File: src/rtl/led_pkg.sv
// Shared constants and helpers for the multiplexed 7-segment scanner.
// Holds default parameters, the index-width helper and the digit one-hot decoder.
package led_pkg;

    localparam int NDIGITS_DEF   = 4;
    localparam int SCAN_DIV_DEF  = 1000;
    localparam int BLANK_CYC_DEF = 8;
    localparam int MAX_DIGITS    = 32;

    // Bits needed to count 0..n-1; never less than 1 so a
    // single-digit build still has a legal index register.
    function automatic int clog2_min1(input int n);
        int w;
        w = 1;
        while ((1 << w) < n) w++;
        return w;
    endfunction

    function automatic logic [MAX_DIGITS-1:0] dig_onehot(input int idx);
        return MAX_DIGITS'(1) << idx;
    endfunction

endpackage

File: src/rtl/led_scan_tick.sv
// scan_tick: digit-slot prescaler, counts 0..DIV-1 and flags the last cycle.
// Ports: clk, rst_n (async active-low), cnt_o (slot cycle), tick_o (cnt_o==DIV-1).
module scan_tick
    import led_pkg::*;
#(
    parameter int DIV = SCAN_DIV_DEF
) (
    input  logic                       clk,
    input  logic                       rst_n,
    output logic [clog2_min1(DIV)-1:0] cnt_o,
    output logic                       tick_o
);

    localparam int             CW   = clog2_min1(DIV);
    localparam logic [CW-1:0]  LAST = CW'(DIV - 1);

    logic [CW-1:0] cnt_q;
    logic [CW-1:0] cnt_d;

    always_comb begin
        tick_o = (cnt_q == LAST);
        cnt_d  = tick_o ? '0 : cnt_q + CW'(1);
    end

    always_ff @(posedge clk or negedge rst_n) begin
        if (!rst_n) cnt_q <= '0;
        else        cnt_q <= cnt_d;
    end

    assign cnt_o = cnt_q;

endmodule

File: src/rtl/led_scan.sv
// led_scan: time-multiplexes a double-buffered hex value onto a 7-segment display.
// Ports: clk, rst_n (async active-low), value/load (shadow write), nibble (to ledout),
//        dig_sel (one-hot commons), frame_tick (last frame cycle), pending (shadow dirty).
// Build option: define LED_SCAN_LZB_EN for leading-zero blanking.
module led_scan
    import led_pkg::*;
#(
    parameter int NDIGITS   = NDIGITS_DEF,
    parameter int SCAN_DIV  = SCAN_DIV_DEF,
    parameter int BLANK_CYC = BLANK_CYC_DEF
) (
    input  logic                 clk,
    input  logic                 rst_n,
    input  logic [4*NDIGITS-1:0] value,
    input  logic                 load,
    output logic [3:0]           nibble,
    output logic [NDIGITS-1:0]   dig_sel,
    output logic                 frame_tick,
    output logic                 pending
);

    localparam int               CW       = clog2_min1(SCAN_DIV);
    localparam int               IW       = clog2_min1(NDIGITS);
    localparam logic [IW-1:0]    IDX_LAST = IW'(NDIGITS - 1);

    logic [CW-1:0]        cnt;
    logic                 tick;

    logic [IW-1:0]        idx_q,     idx_d;
    logic [4*NDIGITS-1:0] shadow_q,  shadow_d;
    logic [4*NDIGITS-1:0] active_q,  active_d;
    logic                 pending_q, pending_d;

    logic                 blank;
    logic [NDIGITS-1:0]   show_mask;

    scan_tick #(
        .DIV    (SCAN_DIV)
    ) u_tick (
        .clk    (clk),
        .rst_n  (rst_n),
        .cnt_o  (cnt),
        .tick_o (tick)
    );

    assign frame_tick = tick && (idx_q == IDX_LAST);

    always_comb begin
        idx_d     = idx_q;
        shadow_d  = shadow_q;
        active_d  = active_q;
        pending_d = pending_q;
        if (tick) begin
            idx_d = (idx_q == IDX_LAST) ? '0 : idx_q + IW'(1);
        end
        // Commit uses the pre-edge shadow, so a coincident load
        // lands in the shadow and stays pending for the next frame.
        if (frame_tick && pending_q) begin
            active_d  = shadow_q;
            pending_d = 1'b0;
        end
        if (load) begin
            shadow_d  = value;
            pending_d = 1'b1;
        end
    end

    always_ff @(posedge clk or negedge rst_n) begin
        if (!rst_n) begin
            idx_q     <= '0;
            shadow_q  <= '0;
            active_q  <= '0;
            pending_q <= 1'b0;
        end else begin
            idx_q     <= idx_d;
            shadow_q  <= shadow_d;
            active_q  <= active_d;
            pending_q <= pending_d;
        end
    end

    generate
        if (BLANK_CYC == 0) begin : g_noblank
            assign blank = 1'b0;
        end else begin : g_blank
            assign blank = (int'(cnt) < BLANK_CYC);
        end
    endgenerate

`ifdef LED_SCAN_LZB_EN
    // A digit is lit if it or any more-significant digit is nonzero;
    // digit 0 always shows so zero still reads as "0".
    generate
        for (genvar gi = 0; gi < NDIGITS; gi++) begin : g_mask
            if (gi == 0) begin : g_d0
                assign show_mask[gi] = 1'b1;
            end else begin : g_dn
                assign show_mask[gi] = |active_q[4*NDIGITS-1:4*gi];
            end
        end
    endgenerate
`else
    assign show_mask = '1;
`endif

    assign nibble  = active_q[{idx_q, 2'b00} +: 4];
    assign dig_sel = blank ? '0
                   : (NDIGITS'(dig_onehot(int'(idx_q))) & show_mask);
    assign pending = pending_q;

endmodule
File: config.mk
export PLATFORM = sky130hd
export DESIGN_NAME = led_scan
export DESIGN_NICKNAME = d
export VERILOG_FILES = /design/src/rtl/led_pkg.sv /design/src/rtl/led_scan_tick.sv /design/src/rtl/led_scan.sv
export SDC_FILE = /design/constraint.sdc
export NUM_CORES = 1
export LEC_CHECK = 0
export BUFFER_PORTS_ARGS = -buffer_cell sky130_fd_sc_hd__buf_2
export CORE_UTILIZATION = 54
export DETAILED_ROUTE_END_ITERATION = 6
export PLACE_DENSITY_LB_ADDON = 0.2
export SYNTH_ARGS = -nofsm -noshare
export SYNTH_HDL_FRONTEND = slang
export SYNTH_SLANG_ARGS = --single-unit
File: constraint.sdc
create_clock -name clk -period 2.4 [get_ports clk]
set_input_delay 0.12 -clock clk [delete_from_list [all_inputs] [get_ports clk]]
set_output_delay 0.12 -clock clk [all_outputs]
set_load 0.05 [all_outputs]
==> results.yml, run 1 <==
synth:
  ys_types: 26
  yosys-top-cells-count: "dfrtp_1 (45), mux2_2 (22), nor2_1 (12), mux2_4 (10), nand2_1 (7)"
  ys_ff_latch: 45
  synth_top_area_cell: "dfrtp_1"
  yosysTopAreaCellShare: 0.561
  syn_nets: 170
  yosysSeqAreaShare: 0.561
  synthFlopType: "dfrtp_1"
  synth_area_mm2: 0.00201
  avgSynthCellArea_um2: 13.7
  synth_edf_count: 0
  synth_cells: 146
  yosys-top-cells-area: "dfrtp_1 (56%), mux2_2 (12%), mux2_4 (7.5%), mux4_2 (4.5%), ha_1 (3.1%)"
  synth_most_common_cell: "dfrtp_1"
  async_flop_share: 1.00
  yosysWarningCount: 0
job:
  drv_cap: 0
sta:
  setup_tns_ps: 0
  finClkSkew_ps: 15.2
  rsz0062_at_grt: "false"
  fmax_mhz: 530
  timing.hold.ws_ps: 43.4
  relSlewSlack: 0.349
  finalSetupViolations: 0
  worst_pin_slew_ps: 977
  fin_crit_ps: 1890
  slew_viol_final: 0
  finalCritPeriodShare: 0.786
  setup_slack_ps: 514
  hold_viol: 0
critical_path:
  worst-setup-path-type: "reg -> reg"
  rr_startpoint: "u_tick.cnt_o[0]"
  arrival_ps: 2070
  cp.required_ps: 2580
  crit_end: "active_q[15]"
  startpoint_type: "flip-flop"
  crit_fanout: 16
  path_cells: "ha_1 -> and3_1 -> and4bb_1 -> and3_1 -> buf_12 -> mux2_2"
  slowest_delay_ps: 390
  endpoint_kind: "flip-flop"
  cpMostUsedCell: "and3_1"
  r2r_setup_slack_ps: 510
  crit_slowest_cell: "dfrtp_1"
  rr_endpoint: "active_q[15]"
  setup.worst_path.start: "u_tick.cnt_o[0]"
  r2r_cells: 6
detailed_routing:
  drcViolationCount: 0
  via_per_inst: 5.29
  antenna_left: 0
  drt_iter0_drc: 103
  vias: 1196
  firstDrtPassIters: 4
  wirelength_mm: 3.31
  avgRoutedWirePerCell_um: 14.7
layout:
  synthToLayoutAreaGrowth_pct: 14.7
  antennaDiodeCount: 0
  nets: 203
  drive_gt1_frac: 0.422
  final_util: 0.668
  stdcell_count: 226
pwr:
  p_sw_uw: 303
  leakage_uw: 0.00109
  power_density_mw_per_mm2: 578
  swShare: 0.228
  intPower_uw: 1030
  peakVddDrop_mv: 0.475
  pwr-share-clk: 0.350
  seq_power_share: 0.601
  power_frac_comb: 0.049
clock_tree:
  cts_buffer_depth: 2
  cts_tree: "built"
  clkSinkCount: 45
  path_clk_slew_ps: 90
  numCtsBuffers: 5
  cts-root-buf: "clkbuf_8"
  h-tree-depth: 2
  clk_latency_ps: 300
placed_design:
  place_inst: 217
  portBuffers: 28
  preCtsSetupSlack_ps: 506
  gp_congestion: 0.749
  place_hpwl_mm: 2.38
global_route:
  grt_start_max_net_pins: 46
  grt_first_pass_wirelength_mm: 5.87
  grtUsageTotal: 0.194
  grt.overflow.total: 0
  grt_pass1_vias: 1233
  antenna_found_initial: 0
worst_hold_path:
  min_path_type: "in -> reg"
die:
  die-area_mm2: 0.00396
  ios: 29
  core_region_area_mm2: 0.00344
  core.rowCount: 21
  die_y_um: 62.9
  initial_utilization: 0.583
  die_w_um: 62.9
run_status:
  status: "complete, no violations"
## sequential cells by signal, summed over array words and instances, names as in the netlist
signal and cells:
active_q 16, idx_q 2, pending 1, shadow_q 16
u_tick.cnt_o 10
## cell type report
class	count	area (um2)
Fill cell	279	1140
Inverter	4	15.0
Clock inverter	3	21.3
Tap cell	46	57.6
Clock buffer	5	68.8
Sequential cell	45	1130
Multi-Input combinational cell	91	827
Timing Repair Buffer	32	185
## worst min path at each step
stage	cells after the start	from	to
2_1_floorplan	0	rst_n	active_q[0]
3_3_place_gp	1	rst_n	u_tick.cnt_o[7]
3_5_place_dp	1	rst_n	u_tick.cnt_o[6]
4_1_cts	2	value[1]	shadow_q[1]
5_1_grt	2	value[7]	shadow_q[7]
6_report	2	value[9]	shadow_q[9]
## through the flow
stage | power, uW | area (um2)
global placement | 874 | 2200
floorplan | 842 | 2010
CTS | 1350 | 2300
global route | 1390 | 2300
detailed placement | 881 | 2200
finish | 1330 | 2300
## critical path, delay by kind of cell (launching register included)
kind / cells / cell delay, ps
AND/OR/NAND/NOR: 3 / 630
flip-flops: 1 / 390
multiplexers: 1 / 350
adder cells (fa/ha/maj): 1 / 240
buffers and inverters: 1 / 180
## power by group through the flow
stage | registers, uW | logic (uW) | clock network [uW]
2_1_floorplan | 809 | 33.3 | 0
3_3_place_gp | 812 | 61.8 | 0
3_5_place_dp | 815 | 65.9 | 0
4_1_cts | 799 | 67.2 | 480
5_1_grt | 803 | 73.3 | 517
6_report | 799 | 65.0 | 466
## logic make-up after synthesis
group | share of synthesized area
buf+inv | 0.0262
xor+xnor | 0.0262
compound gates | 0.0218
flops | 0.561
simple gates | 0.0898
mux | 0.243
fa+ha+maj | 0.0312
## repair_timing
item                       in CTS  in global routing
setup endpoints to repair       0                  0
hold buffers                    1                  0
hold endpoints to repair       15                  0
setup buffers                   0                  0
resized for setup               0                  0
## per-layer routing
metal / vias up / routed length, um / track usage
met5: - / 0 / 0
met4: 0 / 40 / 0.0610
met3: 4 / 162 / 0.0547
met2: 35 / 1590 / 0.297
met1: 585 / 1520 / 0.267
li1: 572 / - / -
## cell usage in the layout, fill, tap and decap left out
cell type       n
and3_1          2
nor3_1          2
a21oi_1         2
dfrtp_1        45
clkinvlp_4      1
nor2_1         12
nand3_2         1
clkinv_2        1
buf_4           2
mux2_2         22
inv_1           4
ha_1            5
a31oi_1         1
and2_1          4
o21ai_0         4
nand3_1         4
inv_6           1
nor2b_1         1
dlygate4sd3_1   1
buf_12          1
xnor2_1         4
clkbuf_8        5
nand4_1         1
nand2_1         7
xor2_1          2
buf_2          28
mux2_4         10
and4bb_1        1
or3_1           1
mux4_2          4
a21o_1          1
(Power assumes the default switching activity.)
==> run 2, diff against run 1 <==
--- a/config.mk
+++ b/config.mk
@@ -6,7 +6,7 @@
 export NUM_CORES = 1
 export LEC_CHECK = 0
 export BUFFER_PORTS_ARGS = -buffer_cell sky130_fd_sc_hd__buf_2
-export CORE_UTILIZATION = 54
+export CORE_UTILIZATION = 50
 export DETAILED_ROUTE_END_ITERATION = 6
 export PLACE_DENSITY_LB_ADDON = 0.2
 export SYNTH_ARGS = -nofsm -noshare
==> constraint.sdc (replaced) <==
create_clock -name clk -period 1.7 [get_ports clk]
set_input_delay 0.085 -clock clk [delete_from_list [all_inputs] [get_ports clk]]
set_output_delay 0.085 -clock clk [all_outputs]
set_load 0.05 [all_outputs]
==> run 2 against run 1 <==
  * The run now ends with setup timing left
  * Critical path type unchanged
  * Clock power rose by 41%
  * Maximum frequency rose by 9.3%
  * Global-route usage is 1.2 points higher
==> results.yml, run 2 (synthesis results as in run 1) <==
run_status:
  status: "complete, but fails checks"
  violations: "setup timing"
layout:
  drive_gt1_frac: 0.476
  synthToLayoutAreaGrowth_pct: 30.4
  layout_commonest_cell: "dfrtp_1"
  fillCellCount: 292
  final_util: 0.699
  antennaDiodeCount: 0
  nets: 231
  final_cell_mix: "dfrtp_1 (45), buf_2 (25), buf_4 (20), mux2_4 (16), mux2_2 (16)"
  stdcell_count: 256
  seq_area_mm2: 0.00113
  multi_input_area_um2: 867
sta:
  finalSetupViolations: 16
  rsz0062_at_grt: "true"
  fmax_mhz: 579
  finClkSkew_ps: 10.6
  hold_viol: 0
  slew_viol_final: 0
  timing.hold.ws_ps: 17.4
  worst_pin_slew_ps: 565
  relSlewSlack: 0.623
  finalCritPeriodShare: 1.02
  fin_crit_ps: 1730
  setup_slack_ps: -26.6
clock_tree:
  cts_tree: "built"
  numCtsBuffers: 5
  clkSinkCount: 45
  cts-root-buf: "clkbuf_8"
  clk_latency_ps: 300
  h-tree-depth: 2
  path_clk_slew_ps: 80
  cts_buffer_depth: 2
critical_path:
  arrival_ps: 1910
  cp.required_ps: 1880
  rr_endpoint: "active_q[11]"
  startpoint_type: "flip-flop"
  setup.worst_path.start: "u_tick.cnt_o[0]"
  r2r_setup_slack_ps: -30
  endpoint_kind: "flip-flop"
  crit_fanout: 8
  rr_startpoint: "u_tick.cnt_o[0]"
  worst-setup-path-type: "reg -> reg"
  r2r_cells: 6
placed_design:
  portBuffers: 28
  place_inst: 231
  place_hpwl_mm: 2.45
  gp_congestion: 0.768
  preCtsSetupSlack_ps: -48.9
die:
  die-area_mm2: 0.00427
  die_y_um: 65.3
  core.rowCount: 22
  ios: 29
  core_region_area_mm2: 0.00374
  initial_utilization: 0.536
  die_w_um: 65.3
detailed_routing:
  firstDrtPassIters: 4
  drcViolationCount: 0
  wirelength_mm: 3.85
  vias: 1312
  drt_iter0_drc: 89
  via_per_inst: 5.13
  antenna_left: 0
  avgRoutedWirePerCell_um: 15.1
pwr:
  peakVddDrop_mv: 0.557
  p_total_uw: 1900
  leakage_uw: 0.00123
  power_density_mw_per_mm2: 726
global_route:
  grt.overflow.total: 0
  grt_first_pass_wirelength_mm: 6.33
  grt_start_max_net_pins: 46
  grtUsageTotal: 0.206
  antenna_found_initial: 0
  grt_pass1_vias: 1356
worst_hold_path:
  min_path_type: "in -> reg"
  min_path_cells: 2
  hold_path_end: "shadow_q[7]"
  min_from: "value[7]"
job:
  drv_cap: 0
run 2: power breakdown:
| part | internal (uW) | switching, uW |
|---|---|---|
| clock network | 291 | 365 |
| registers | 1110 | 23.0 |
| logic | 65.6 | 45.5 |
| total | 1460 | 434 |
run 2: worst max path at each step:
stage | end | slack, ps | depth (start not counted)
finish | active_q[11] | -30 | 6
detailed placement | active_q[11] | -50 | 6
CTS | active_q[10] | -30 | 6
floorplan | active_q[0] | -100 | 7
global route | active_q[10] | -80 | 6
global placement | active_q[15] | 0.08 | 6
run 2: what timing repair did:
action                     4_1_cts  5_1_grt
gates resized for setup          4       14
setup endpoints to repair       13       22
hold buffers                    10        0
hold endpoints to repair        54        0
setup buffers                    2        4
pin swaps                        0        2
gates cloned                     1        0
run 2: per-stage QoR:
| stage | TNS, ps | instance area [um2] |
|---|---|---|
| 3_3_place_gp | 0 | 2300 |
| 6_report | -236 | 2620 |
| 4_1_cts | -82.2 | 2540 |
| 5_1_grt | -1180 | 2620 |
| 3_5_place_dp | -224 | 2300 |
| 2_1_floorplan | -961 | 2010 |
run 2: area by class of cell:
type / count / share of cell area
inverters: 4 / 0.00574
repair buffers: 60 / 0.175
well taps: 48 / 0.0230
clock inverters: 3 / 0.00861
multi-input cells: 91 / 0.331
flip-flops and latches: 45 / 0.430
clock buffers: 5 / 0.0263
run 2: worst max-delay path, stage by stage (launching register included):
cell	delay, ps
dfrtp_1	360
ha_2	180
and3_4	180
and4bb_1	220
and3_4	230
buf_12	140
mux2_4	300
run 2: per-layer routing:
layer / share of wire / GRT usage / vias to the layer above
met5: 0 / 0 / -
met4: 0.016 / 0.114 / 0
met3: 0.036 / 0.0503 / 7
met2: 0.51 / 0.339 / 26
met1: 0.44 / 0.247 / 650
li1: - / - / 629
==> run 3, diff against run 2 <==
--- a/config.mk
+++ b/config.mk
@@ -6,7 +6,8 @@
 export NUM_CORES = 1
 export LEC_CHECK = 0
 export BUFFER_PORTS_ARGS = -buffer_cell sky130_fd_sc_hd__buf_2
-export CORE_UTILIZATION = 50
+export CORE_UTILIZATION = 53
+export CTS_BUF_LIST = sky130_fd_sc_hd__clkbuf_2
 export DETAILED_ROUTE_END_ITERATION = 6
 export PLACE_DENSITY_LB_ADDON = 0.2
 export SYNTH_ARGS = -nofsm -noshare
==> run 3 against run 2 <==
  * The flow still finishes with violations (setup timing)
  * Routed wire length is 13% higher
  * Sequential power hardly changed
  * Sequential share of layout area is 3.0 points lower
  * Via count is 5.8% higher
  * First-iteration DRC count is 66% lower
  * Sequential cell count stayed put
  * Non-clock buffer count is 13 higher
  * Cell count is 4.3% higher
  * Hold slack better by 87 ps
  * Clock-buffer cell count is 1 higher
  * Critical endpoint is now nibble[2]
  * Highest routed layer unchanged
==> results.yml, run 3 (synthesis results as in run 1) <==
sta:
  setup_tns_ps: -684
  finalCritPeriodShare: 1.05
  rsz0062_at_grt: "true"
  worst_pin_slew_ps: 622
  fin_crit_ps: 1790
  finalSetupViolations: 20
  finClkSkew_ps: 19.9
  slew_viol_final: 0
  fmax_mhz: 559
  relSlewSlack: 0.585
  hold_viol: 0
  setup_slack_ps: -90.2
layout:
  fin_area_mm2: 0.00281
  layout_commonest_cell: "dfrtp_1"
  drive_gt1_frac: 0.529
  synthToLayoutAreaGrowth_pct: 40.3
  fillCellCount: 194
  seq_area_mm2: 0.00113
  antennaDiodeCount: 0
  multi_input_area_um2: 926
  nets: 244
  final_cell_mix: "dfrtp_1 (44), buf_4 (22), buf_2 (19), dlygate4sd3_1 (17)"
global_route:
  grtUsageTotal: 0.228
  grt_start_max_net_pins: 29
  antenna_found_initial: 0
  grt.overflow.total: 0
  grt_pass1_vias: 1480
  grt_first_pass_wirelength_mm: 6.82
worst_hold_path:
  min_path_type: "in -> reg"
  min_path_cells: 2
clock_tree:
  numCtsBuffers: 5
  path_clk_slew_ps: 230
  h-tree-depth: 2
  cts-root-buf: "clkbuf_2"
  cts_buffer_depth: 2
  clkSinkCount: 45
  cts_tree: "built"
  clk_latency_ps: 430
die:
  die_w_um: 63.5
  core.rowCount: 21
  ios: 29
  die_y_um: 63.5
  initial_utilization: 0.578
  die-area_mm2: 0.00403
  core_region_area_mm2: 0.00347
critical_path:
  worst-setup-path-type: "reg -> out"
  r2r_cells: 6
  arrival_ps: 1710
  crit_fanout: 7
  startpoint_type: "flip-flop"
  cp.required_ps: 1620
  endpoint_kind: "output port"
pwr:
  peakVddDrop_mv: 0.509
  leakage_uw: 0.00129
  power_density_mw_per_mm2: 609
detailed_routing:
  drt_iter0_drc: 30
  drcViolationCount: 0
  avgRoutedWirePerCell_um: 16.3
  antenna_left: 0
  vias: 1388
  via_per_inst: 5.20
  wirelength_mm: 4.36
  firstDrtPassIters: 4
run_status:
  violations: "setup timing"
  status: "complete, but fails checks"
placed_design:
  place_hpwl_mm: 2.69
  placed_area_mm2: 0.00229
  portBuffers: 28
  gp_congestion: 0.797
job:
  drv_cap: 0
run 3: metal layers:
layer	track usage	wire, um	vias up
li1	-	-	652
met1	0.268	1800	689
met2	0.388	2330	36
met3	0.0543	119	11
met4	0.108	107	0
met5	0	0	-
run 3: worst paths after layout:
kind	start	to	slack, ps
max in group asynchronous	rst_n	u_tick.cnt_o[2]	930
min reg2reg	shadow_q[12]	shadow_q[12]	540
min	load	pending	100
min in group asynchronous	rst_n	pending	170
max	idx_q[0]	nibble[2]	-90
max reg2reg	u_tick.cnt_o[0]	active_q[6]	-50
run 3: per-stage QoR:
stage / util / worst slack (ps) / total power, uW / hold WS [ps] / cells
2_1_floorplan: - / -96.1 / 1190 / -211 / 146
3_3_place_gp: 0.661 / 5.58 / 1240 / 118 / 229
3_5_place_dp: 0.661 / -60.8 / 1250 / 136 / 229
4_1_cts: 0.769 / -77.9 / 1720 / 89.9 / 262
5_1_grt: 0.811 / -160 / 1780 / 102 / 267
6_report: 0.811 / -90.2 / 1710 / 104 / 267
run 3: timing repair:
item | in CTS | in global routing
endpoints found under the hold margin | 42 | 0
gates cloned | 1 | 0
endpoints found under the setup margin | 25 | 25
buffers inserted | 7 | 6
hold buffers | 17 | 0
resized for setup | 26 | 28
pin swaps | 3 | 5
run 3: area by class of cell:
class                      instances  share of cell area
tap                               46              0.0205
sequential                        45               0.401
inverter                           4             0.00534
clock buffer                       6              0.0107
timing repair buffer              73               0.229
multi-input combinational         91               0.329
clock inverter                     2             0.00534
run 3: worst max-delay path: stages, from the launching register on:
cell	delay, ps
dfrtp_1	420
buf_6	150
mux4_2	530
buf_6	170
run 3: report_power, final:
part	internal, uW	total [uW]	switching [uW]
registers	1110	1130	22.4
logic	77.6	127	49.4
clock network	106	456	350
